<file path="config.mk">
export PLATFORM = sky130hd
export DESIGN_NAME = mem_wb_stage
export DESIGN_NICKNAME = d
export VERILOG_FILES = /design/src/rtl/mem_wb_stage.sv
export SDC_FILE = /design/constraint.sdc
export NUM_CORES = 1
export LEC_CHECK = 0
export ABC_AREA = 1
export BUFFER_PORTS_ARGS = -buffer_cell sky130_fd_sc_hd__buf_2
export CAP_MARGIN = 20
export CORE_MARGIN = 2
export CORE_UTILIZATION = 39
export DETAILED_ROUTE_END_ITERATION = 12
export PLACE_DENSITY_LB_ADDON = 0.05
export SLEW_MARGIN = 25
export SYNTH_ARGS = -nofsm -noshare
export SYNTH_HDL_FRONTEND = slang
export SYNTH_SLANG_ARGS = --single-unit
</file>
<file path="constraint.sdc">
create_clock -name clk -period 1.7 [get_ports clk]
set_clock_uncertainty 0.2 [all_clocks]
set_input_delay 0.085 -clock clk [delete_from_list [all_inputs] [get_ports clk]]
set_output_delay 0.085 -clock clk [all_outputs]
set_load 0.005 [all_outputs]
</file>
<file path="src/rtl/mem_wb_stage.sv">
// -----------------------------------------------------------------------------
// mem_wb_stage
//   Memory-access stage plus MEM/WB pipeline register of a 16-bit pipeline.
//   Issues data-memory requests for loads/stores coming out of EX/MEM.
//   Stalls the upstream pipe while memory is not ready. Abandons an access
//   after TIMEOUT wait cycles and flags err. A halt instruction parks the
//   stage in HALTED until reset.
//
// Parameters
//   TIMEOUT           : max WAIT cycles before an access is abandoned (1..15)
//
// Ports
//   clk, rst          : clock, asynchronous active-low reset
//   *_EX_MEM          : instruction fields from the EX/MEM register
//   dmem_req/wr       : data-memory access / write request (combinational)
//   dmem_addr/wdata   : data-memory address / store data (combinational)
//   dmem_ready/rdata  : memory completion strobe and load data
//   stall_mem         : freezes upstream stages (combinational)
//   *_MEM_WB          : MEM/WB register outputs
// -----------------------------------------------------------------------------
module mem_wb_stage #(
  parameter int TIMEOUT = 15
) (
  input  logic        clk,
  input  logic        rst,
  input  logic [2:0]  w1_reg_EX_MEM,
  input  logic        reg_en_EX_MEM,
  input  logic        mem_en_EX_MEM,
  input  logic        mem_wr_EX_MEM,
  input  logic [15:0] writedata_EX_MEM,
  input  logic [15:0] alu_out_EX_MEM,
  input  logic [15:0] r2_EX_MEM,
  input  logic        halt_EX_MEM,
  output logic        dmem_req,
  output logic        dmem_wr,
  output logic [15:0] dmem_addr,
  output logic [15:0] dmem_wdata,
  input  logic        dmem_ready,
  input  logic [15:0] dmem_rdata,
  output logic        stall_mem,
  output logic [2:0]  w1_reg_MEM_WB,
  output logic        reg_en_MEM_WB,
  output logic [15:0] wb_data_MEM_WB,
  output logic        halt_MEM_WB,
  output logic        err_MEM_WB
);

  typedef enum logic [1:0] {IDLE, WAIT, HALTED} state_t;

  localparam logic [3:0] TIMEOUT_CNT = 4'(TIMEOUT);

  state_t     state;
  logic [3:0] wcnt;

  logic active;       // stage is out of reset and not halted
  logic stall_raw;    // stall before reset gating
  logic timeout_hit;  // last allowed WAIT cycle expired without ready
  logic is_load;

  // NOTE: every signal gets a default at the top of always_comb so no path
  // leaves it unassigned; otherwise a latch is inferred.
  always_comb begin
    active      = rst && (state != HALTED);
    is_load     = mem_en_EX_MEM && !mem_wr_EX_MEM;
    timeout_hit = (state == WAIT) && !dmem_ready && (wcnt >= TIMEOUT_CNT);
    stall_raw   = 1'b0;
    case (state)
      IDLE:    stall_raw = mem_en_EX_MEM && !dmem_ready;
      WAIT:    stall_raw = !dmem_ready && (wcnt < TIMEOUT_CNT);
      HALTED:  stall_raw = 1'b1;
      default: stall_raw = 1'b0;
    endcase
    // Gating with rst makes the outputs drop the instant reset asserts,
    // rather than waiting for the state register to settle.
    stall_mem  = rst && stall_raw;
    dmem_req   = active && mem_en_EX_MEM;
    dmem_wr    = dmem_req && mem_wr_EX_MEM;
    dmem_addr  = alu_out_EX_MEM;
    dmem_wdata = r2_EX_MEM;
  end

  // NOTE: sequential state uses non-blocking assignments so every register
  // samples the pre-edge values, independent of statement order.
  always_ff @(posedge clk or negedge rst) begin
    if (!rst) begin
      state          <= IDLE;
      wcnt           <= 4'd0;
      w1_reg_MEM_WB  <= 3'd0;
      reg_en_MEM_WB  <= 1'b0;
      wb_data_MEM_WB <= 16'h0000;
      halt_MEM_WB    <= 1'b0;
      err_MEM_WB     <= 1'b0;
    end else if (state == HALTED) begin
      // Parked: keep presenting the halt marker with no writeback.
      w1_reg_MEM_WB  <= 3'd0;
      reg_en_MEM_WB  <= 1'b0;
      wb_data_MEM_WB <= 16'h0000;
      halt_MEM_WB    <= 1'b1;
      err_MEM_WB     <= 1'b0;
    end else if (stall_raw) begin
      // Bubble downstream while the access is outstanding.
      w1_reg_MEM_WB  <= 3'd0;
      reg_en_MEM_WB  <= 1'b0;
      wb_data_MEM_WB <= 16'h0000;
      halt_MEM_WB    <= 1'b0;
      err_MEM_WB     <= 1'b0;
      state          <= WAIT;
      wcnt           <= (state == IDLE) ? 4'd1 : wcnt + 4'd1;
    end else begin
      // Capture: normal completion, non-memory op, or timeout abandon.
      w1_reg_MEM_WB <= w1_reg_EX_MEM;
      halt_MEM_WB   <= halt_EX_MEM;
      if (timeout_hit) begin
        reg_en_MEM_WB  <= 1'b0;
        wb_data_MEM_WB <= 16'h0000;
        err_MEM_WB     <= 1'b1;
      end else begin
        reg_en_MEM_WB  <= reg_en_EX_MEM;
        wb_data_MEM_WB <= is_load ? dmem_rdata : writedata_EX_MEM;
        err_MEM_WB     <= 1'b0;
      end
      state <= halt_EX_MEM ? HALTED : IDLE;
      wcnt  <= 4'd0;
    end
  end

endmodule

</file>
=== After elaboration in Yosys (flattened, before gate mapping) ===
Cells that the tools add are included.

* Bits in registers: 28
* Input bits: 74
* Output and inout bits: 57
* Word-level logic and storage cells: 44

* Add/subtract/negate cells: 1
* $lt $le $gt $ge: 2
* Equal/unequal tests: 3
* Mux-type cells: 19
* Reduce and logical (&&, ||, !) cells: 12

{| class="wikitable"
|+ Operators by type and width
! cell !! number
|-
| two-way mux 16 bit || 4
|-
| logical AND 1 bit || 9
|-
| two-way mux 1 bit || 8
|-
| two-way mux 4 bit || 2
|-
| two-way mux 3 bit || 2
|-
| adder 4 x 1 -> 4 bit (second input constant) || 1
|-
| >= comparator 4 bit (second input constant) || 1
|-
| < comparator 4 bit (second input constant) || 1
|-
| two-way mux 2 bit || 2
|-
| case mux 1 bit (3 select lines) || 1
|-
| == test 2 x 1 -> 1 bit (second input constant) || 1
|-
| == test 2 bit (second input constant) || 1
|-
| logical NOT 1 bit || 2
|-
| logical NOT 2 bit || 1
|-
| inequality test 2 bit (second input constant) || 1
|}

=== Longest topological paths before layout ===
Gate-level depths: netlist of the first run.

* Depth in word-level cells: 6
* Gate-level depth with buffers: 8
* Mapped depth without buffers: 7

=== Worst setup path after synthesis of the first run ===
Ideal clock, no wire load.

* Kind: register to register
* Start point: reg wcnt[0]
* End point: reg wb_data_MEM_WB[0]
* Setup time: 114 ps
* Arrival: 1170 ps
* Data required time: 1386 ps
* Slack: 215 ps
* Stages on the path, launching flop included: 8
* Path through: dfrtp_1 > ha_1 > nand2_1 > inv_1 > nand4_2 > buf_4 > nand2_1 > nor2_2

* Longest elaborated chain between the ends: 5
* Elaborated cells between the ends (all ways): 8

{| class="wikitable"
|+ RTL lines
! element !! line !! source
|-
| from (decl) || 53 || <nowiki>logic [3:0] wcnt;</nowiki>
|-
| from (signal assigned) || 108 || <nowiki>wcnt <= (state == IDLE) ? 4'd1 : wcnt + 4'd1;</nowiki>
|-
| < comparator 4 bit / >= comparator 4 bit (equally long branches) || 69, 65 ||
|-
| logical AND 1 bit, on equally long branches || 69, 65 ||
|-
| case mux 1 bit (3 select lines) / two-way mux 16 bit (equally long branches) || 67, 113 ||
|-
| two-way mux 16 bit (*) || 100 || <nowiki>end else if (stall_raw) begin</nowiki>
|-
| two-way mux 16 bit (*) || 93 || <nowiki>end else if (state == HALTED) begin</nowiki>
|-
| to (signal assigned) || 119 || <nowiki>wb_data_MEM_WB <= is_load ? dmem_rdata : writedata_EX_MEM;</nowiki>
|-
| to (decl) || 43 || <nowiki>output logic [15:0] wb_data_MEM_WB,</nowiki>
|}

Mark *: on every way between the ends. The rest lies on a longest branch, timed or not.
A chain may end at the register's enable or synchronous reset.

=== Worst setup path in the final report of the first run ===
* Start point: reg wcnt[0]
* End point: out stall_mem

* Longest elaborated chain between the ends: 4

{| class="wikitable"
|+ RTL lines
! element !! line !! source
|-
| < comparator 4 bit || 69 || <nowiki>WAIT: stall_raw = !dmem_ready && (wcnt < TIMEOUT_CNT);</nowiki>
|-
| logical AND 1 bit || 69 ||
|-
| case mux 1 bit (3 select lines) || 67 || <nowiki>case (state)</nowiki>
|-
| logical AND 1 bit || 75 || <nowiki>stall_mem = rst && stall_raw;</nowiki>
|-
| to (decl) || 40 || <nowiki>output logic stall_mem,</nowiki>
|}

No other way between the ends.

==> results of run 1 <==
[area by class of cell]
class	instances	area [um^2]
tap	50	62.6
timing repair buffer	148	1150
clock inverter	1	30.0
sequential	28	701
fill	325	1350
inverter	15	58.8
clock buffer	3	41.3
multi-input combinational	116	576
[where the power goes]
group / switching [W] / internal (W)
combinational: 0.000146 / 0.000221
clock: 0.000216 / 0.000315
sequential: 0.0000155 / 0.000684
[synth_stat cells (all sizes together)]
cell type | count | area share [%]
o21ai | 3 | 0.95
nand2 | 59 | 14
clkbuf | 1 | 0.24
nor2 | 26 | 7.6
nor4 | 1 | 0.39
inv | 15 | 3.5
dfrtp | 28 | 44
nor3 | 1 | 0.32
ha | 1 | 0.79
o31ai | 1 | 0.47
xor2 | 1 | 0.55
a21oi | 2 | 0.87
nand4 | 1 | 0.79
buf | 38 | 18
nand3 | 20 | 6.9
[through the flow]
stage / power, W / hold WS, ps / setup TNS, ps
6_report: 0.00160 / 151 / 0
5_1_grt: 0.00168 / 214 / -582
4_1_cts: 0.00161 / 160 / 0
3_5_place_dp: 0.000896 / -58.4 / -33.1
3_3_place_gp: 0.000887 / -80.6 / 0
2_1_floorplan: 0.000867 / -411 / 0
[tightest hold or removal path, delay by kind of cell]
family,cells,cell delay (ps)
buffers and inverters,3,960
[logic make-up (layout without fill, tap and decap cells)]
kind of cell    Yosys count  in the layout  synth area share (%)
flops                    28             28                  44.2
buf+inv                  54            167                  21.9
xor+xnor                  1              1                 0.552
compound gates            6              6                  2.29
simple gates            108            108                  30.3
fa+ha+maj                 1              1                 0.789
[path summary, 6_finish.rpt]
check | startpoint | end | slack (ps) | cells after the start
hold / removal | rst | wcnt[1] | 150 | 3
setup reg to reg | wcnt[0] | wb_data_MEM_WB[12] | 30 | 9
max in group asynchronous | rst | wb_data_MEM_WB[4] | 870 | 3
hold reg to reg | wcnt[2] | wcnt[2] | 390 | 2
min in group clk | mem_en_EX_MEM | wcnt[1] | 200 | 5
setup / recovery | wcnt[0] | stall_mem | 20 | 7
[cells in the final DEF, fill, tap and decap left out, drive strengths merged]
| cell | instances |
|---|---|
| a21oi | 2 |
| buf | 76 |
| bufinv | 1 |
| clkbuf | 4 |
| dfrtp | 28 |
| dlygate4sd3 | 71 |
| ha | 1 |
| inv | 15 |
| nand2 | 59 |
| nand3 | 20 |
| nand4 | 1 |
| nor2 | 26 |
| nor3 | 1 |
| nor4 | 1 |
| o21ai | 3 |
| o31ai | 1 |
| xor2 | 1 |
[timing repair]
| action | in CTS | in global routing |
|---|---|---|
| setup endpoints to repair | 17 | 21 |
| pin swaps | 5 | 5 |
| hold buffers | 71 | 0 |
| buffers inserted | 4 | 2 |
| hold endpoints to repair | 85 | 0 |
| cloned | 0 | 1 |
| resized for setup | 6 | 4 |
[metal layers]
metal  vias to the layer above  track usage (%)  part of all wire [%]
met5                         -                0                     0
met4                         0             7.50                   2.0
met3                        12             3.50                   7.1
met2                        96             37.6                    53
met1                       781             23.4                    38
li1                        800                -                     -
[sequential cells by signal (all words and copies together), names as in the netlist]
signal / count
wcnt: 4
reg_en_MEM_WB: 1
wb_data_MEM_WB: 16
halt_MEM_WB: 1
state: 2
w1_reg_MEM_WB: 3
err_MEM_WB: 1
==> impl_metrics.tcl, run 1 <==
set metrics [dict create \
    status "completed" \
    drc 0 \
    ys_types 23 \
    yosys_warnings 0 \
    syn-cell-area_um2 1590 \
    port_buffers 66 \
    cts_tree "done" \
    finalMaxSlewViolations 0 \
    grt_pass1_vias 1636 \
    dieWidth_um 67.8 \
    end_kind "primary output" \
    finalNonFillerCells 361 \
    die_y_um 67.8 \
    grt_setup_unrepaired "true" \
    drive_above_1_share_pct 32.5 \
    post-dp-hpwl_um 2690 \
    diodes 0 \
    wirelength_um 4680 \
    area_delta_synth_final_pct 65.3 \
    first_pass_iters 4 \
    fin_nets 387 \
    cap_violations 0 \
    post-route-period-util_pct 98.5 \
    avgSynthCellArea_um2 8.01 \
    post-place-cells 279 \
    clk_latency_ps 280 \
    clockRootBuffer "clkbuf_8" \
    clk_pin_slew_ps 100 \
    vias 1689 \
    path_buf_inv 2 \
    max-slew-margin-rel_pct 75.9 \
    critPathSlowestCell "dfrtp_1" \
    critical_path.top_delay_family "flip-flops" \
    track_usage_pct 20.4 \
    p_leak_nw 1.47 \
    syn-num-nets 273 \
    initial_core_util_pct 39.9 \
    worst_pin_slew_ps 361 \
    grt_pass1_wl_um 7070 \
    grt_overflow 0 \
    worstSetupStartpointType "flop" \
    clock-sinks 28 \
    synthCells 198 \
    worstPathCellList "ha_2 > nand2_2 > inv_4 > nand3_4 > nand3_4 > a21oi_2 > buf_2" \
    crit_fanout 3 \
    drt-initial-drc-count 67 \
    stdcell_area_um2 2620 \
    critical_path.max_stage_delay_ps 400 \
    timing.final.hold_violations 0 \
    cp_common_cell "nand3_4" \
    grt_start_max_net_pins 29 \
    postRouteAntennaNets 0 \
    timing.final.ws_setup_ps 24.8 \
    cts_buffers 3 \
    utilization_pct 66.0 \
    antenna_found_initial 0 \
    irDropWorstVdd_v 0.000321 \
    arrival_ps 1390 \
    p_per_area_nw_per_um2 609 \
    cts_max_level 1 \
    worstSetupPathType "reg -> out" \
    place_ws_ps -16.3 \
    rows 23 \
    ys_ff_latch 28 \
    globalplace.congestion 0.744 \
    viasPerCell 4.68 \
    io_pins 131 \
    min_path_type "in -> async" \
    fmax_mhz 597 \
    crit_required_ps 1410 \
    yosysSeqAreaShare_pct 44.2 \
    core_area_um2 3970 \
    finalSetupViolCount 0 \
    die_area_um2 4590 \
    wire_per_inst_um 13.0 \
    place_area_um2 1730 \
    period_needed_ps 1680 \
    clk_path_buf_depth 2 \
]
No activity file was read; power rests on OpenSTA's default activity.
==> run 2: changes to the inputs <==
==> constraint.sdc (replaced) <==
create_clock -name clk -period 1.7 [get_ports clk]
set_clock_uncertainty 0.2 [all_clocks]
set_input_delay 0.085 -clock clk [delete_from_list [all_inputs] [get_ports clk]]
set_output_delay 0.085 -clock clk [all_outputs]
set_load 0.1 [all_outputs]
==> run 2 against run 1 <==
  * The flow now finishes with violations (setup timing)
  * Largest cell class unchanged
  * Die area did not move
  * Flip-flop and latch count did not move
  * Critical path type unchanged
  * Critical path depth fell by 1
  * Highest routed layer unchanged
  * Sequential share of layout area fell by 2.3 points
==> impl_metrics.tcl, run 2 (same netlist as run 1, synthesis figures left out) <==
set metrics [dict create \
    status "complete, but fails checks" \
    violations "setup timing" \
    post-dp-hpwl_um 2870 \
    end_kind "primary output" \
    cap_violations 0 \
    rows 23 \
    crit_fanout 5 \
    cts_tree "done" \
    worstPathCellList "inv_2 > buf_6 > nor2_4 > inv_1 > a21oi_4 > buf_12" \
    cts_max_level 1 \
    port_buffers 66 \
    multi_input_area_um2 637 \
    worstSetupPathType "reg -> out" \
    finalMaxSlewViolations 0 \
    p_total_w 0.00195 \
    drc 0 \
    fmax_mhz 546 \
    path_buf_inv 4 \
    grt_pass1_wl_um 7100 \
    worst_pin_slew_ps 1010 \
    grt-busiest-layer "met2" \
    p_per_area_nw_per_um2 679 \
    regMostFlops "wb_data_MEM_WB" \
    critical_path.max_stage_delay_ps 410 \
    min_path_type "in -> async" \
    first_pass_iters 4 \
    arrival_ps 1550 \
    critPathSlowestCell "dfrtp_1" \
    cts_buffers 3 \
    utilization_pct 72.4 \
    clk_latency_ps 280 \
    p_leak_nw 1.57 \
    timing.final.hold_violations 0 \
    initial_core_util_pct 39.9 \
    wire_per_inst_um 14.6 \
    clockRootBuffer "clkbuf_8" \
    grt_start_max_net_pins 29 \
    irDropWorstVdd_v 0.000513 \
    die_area_um2 4590 \
    grt_util_met2_pct 41.9 \
    die_y_um 67.8 \
    post-route-period-util_pct 108 \
    viasPerCell 4.70 \
    critical_path.top_delay_family "buffers and inverters" \
    wirelength_um 5440 \
    track_usage_pct 21.0 \
    finalSetupViolCount 19 \
    grt_overflow 0 \
    timing.final.ws_setup_ps -132 \
    area_delta_synth_final_pct 81.2 \
    diodes 0 \
    use_met1_pct 20.8 \
    globalplace.congestion 0.928 \
    fin_nets 400 \
    period_needed_ps 1830 \
    drive_above_1_share_pct 38.9 \
    max-slew-margin-rel_pct 32.7 \
    grt_pass1_vias 1672 \
    fillers 287 \
    clk_path_buf_depth 2 \
    io_pins 131 \
    clock-sinks 28 \
    worstSetupStartpointType "flop" \
    largest_register_ffs 16 \
    ff_latch_area_um2 702 \
    vias 1758 \
    reg.largest.list "wb_data_MEM_WB x16, wcnt x4, w1_reg_MEM_WB x3" \
    dieWidth_um 67.8 \
    clk_pin_slew_ps 100 \
    tns_ps -560 \
    grt_setup_unrepaired "true" \
    postRouteAntennaNets 0 \
    met3_usage_pct 3.17 \
    final_cell_mix "dlygate4sd3_1 (71), buf_2 (63), nand2_1 (56), dfrtp_1 (27), nand3_1 (18)" \
    core_area_um2 3970 \
    final_common_cell "dlygate4sd3_1" \
    antenna_found_initial 0 \
    crit_required_ps 1410 \
    drt-initial-drc-count 108 \
]
[run 2: cell types whose count changed in the layout (fill, tap and decap cells not counted), moves of 3 or more]
cell	delta
nor2_1	-9
nor2_2	+9
buf_4	+7
buf_12	+4
buf_2	-3
buf_6	+3
[run 2: worst paths after layout]
kind                                     from                  to  slack, ps  cells past startpoint
worst max-delay path                 state[1]           stall_mem       -130                      6
worst min-delay path                      rst   wb_data_MEM_WB[0]        160                      3
worst max register to register       state[1]  wb_data_MEM_WB[10]        -50                      9
worst min register to register        wcnt[2]             wcnt[2]        410                      2
max in group asynchronous                 rst            state[0]        860                      3
min in group clk                mem_en_EX_MEM             wcnt[3]        250                      5
[run 2: cell type report]
class	instances	area share, %
timing repair buffer	161	46.8
multi-input combinational	116	22.2
tap	50	2.18
clock inverter	1	1.04
clock buffer	3	1.44
sequential	28	24.4
inverter	15	1.96
[run 2: tightest hold or removal path, cell delays in order]
cell and delay, ps:
dlygate4sd3_1 530, buf_2 110, buf_4 330
[run 2: through the flow]
| stage | setup slack [ps] | hold WS (ps) | instance area (um^2) | instances |
|---|---|---|---|---|
| after floorplan | -144 | -411 | 1640 | 198 |
| after global placement | 160 | -80.9 | 1830 | 279 |
| after detailed placement | 117 | -73.7 | 1830 | 279 |
| after CTS | -95.7 | 170 | 2650 | 359 |
| after global routing | -190 | 214 | 2870 | 374 |
| final | -132 | 158 | 2870 | 374 |
[run 2: timing repair]
action                                 CTS  global route
endpoints found under the hold margin   85             0
cloned                                   0             3
pin swaps                                5             7
gates resized for setup                  1            21
hold buffers                            71             0
setup endpoints to repair                1            21
buffers inserted                         5            12
[run 2: layer usage]
layer | vias up | share of wire (%) | routed length, um
met3 | 15 | 6.7 | 364
met5 | - | 0 | 0
met4 | 0 | 2.4 | 129
met2 | 96 | 58 | 3140
li1 | 828 | - | -
met1 | 819 | 33 | 1810
[run 2: power by group]
part / switching [W] / internal, W / total, W
sequential: 0.0000141 / 0.000684 / 0.000698
clock: 0.000218 / 0.000316 / 0.000533
combinational: 0.000480 / 0.000239 / 0.000719
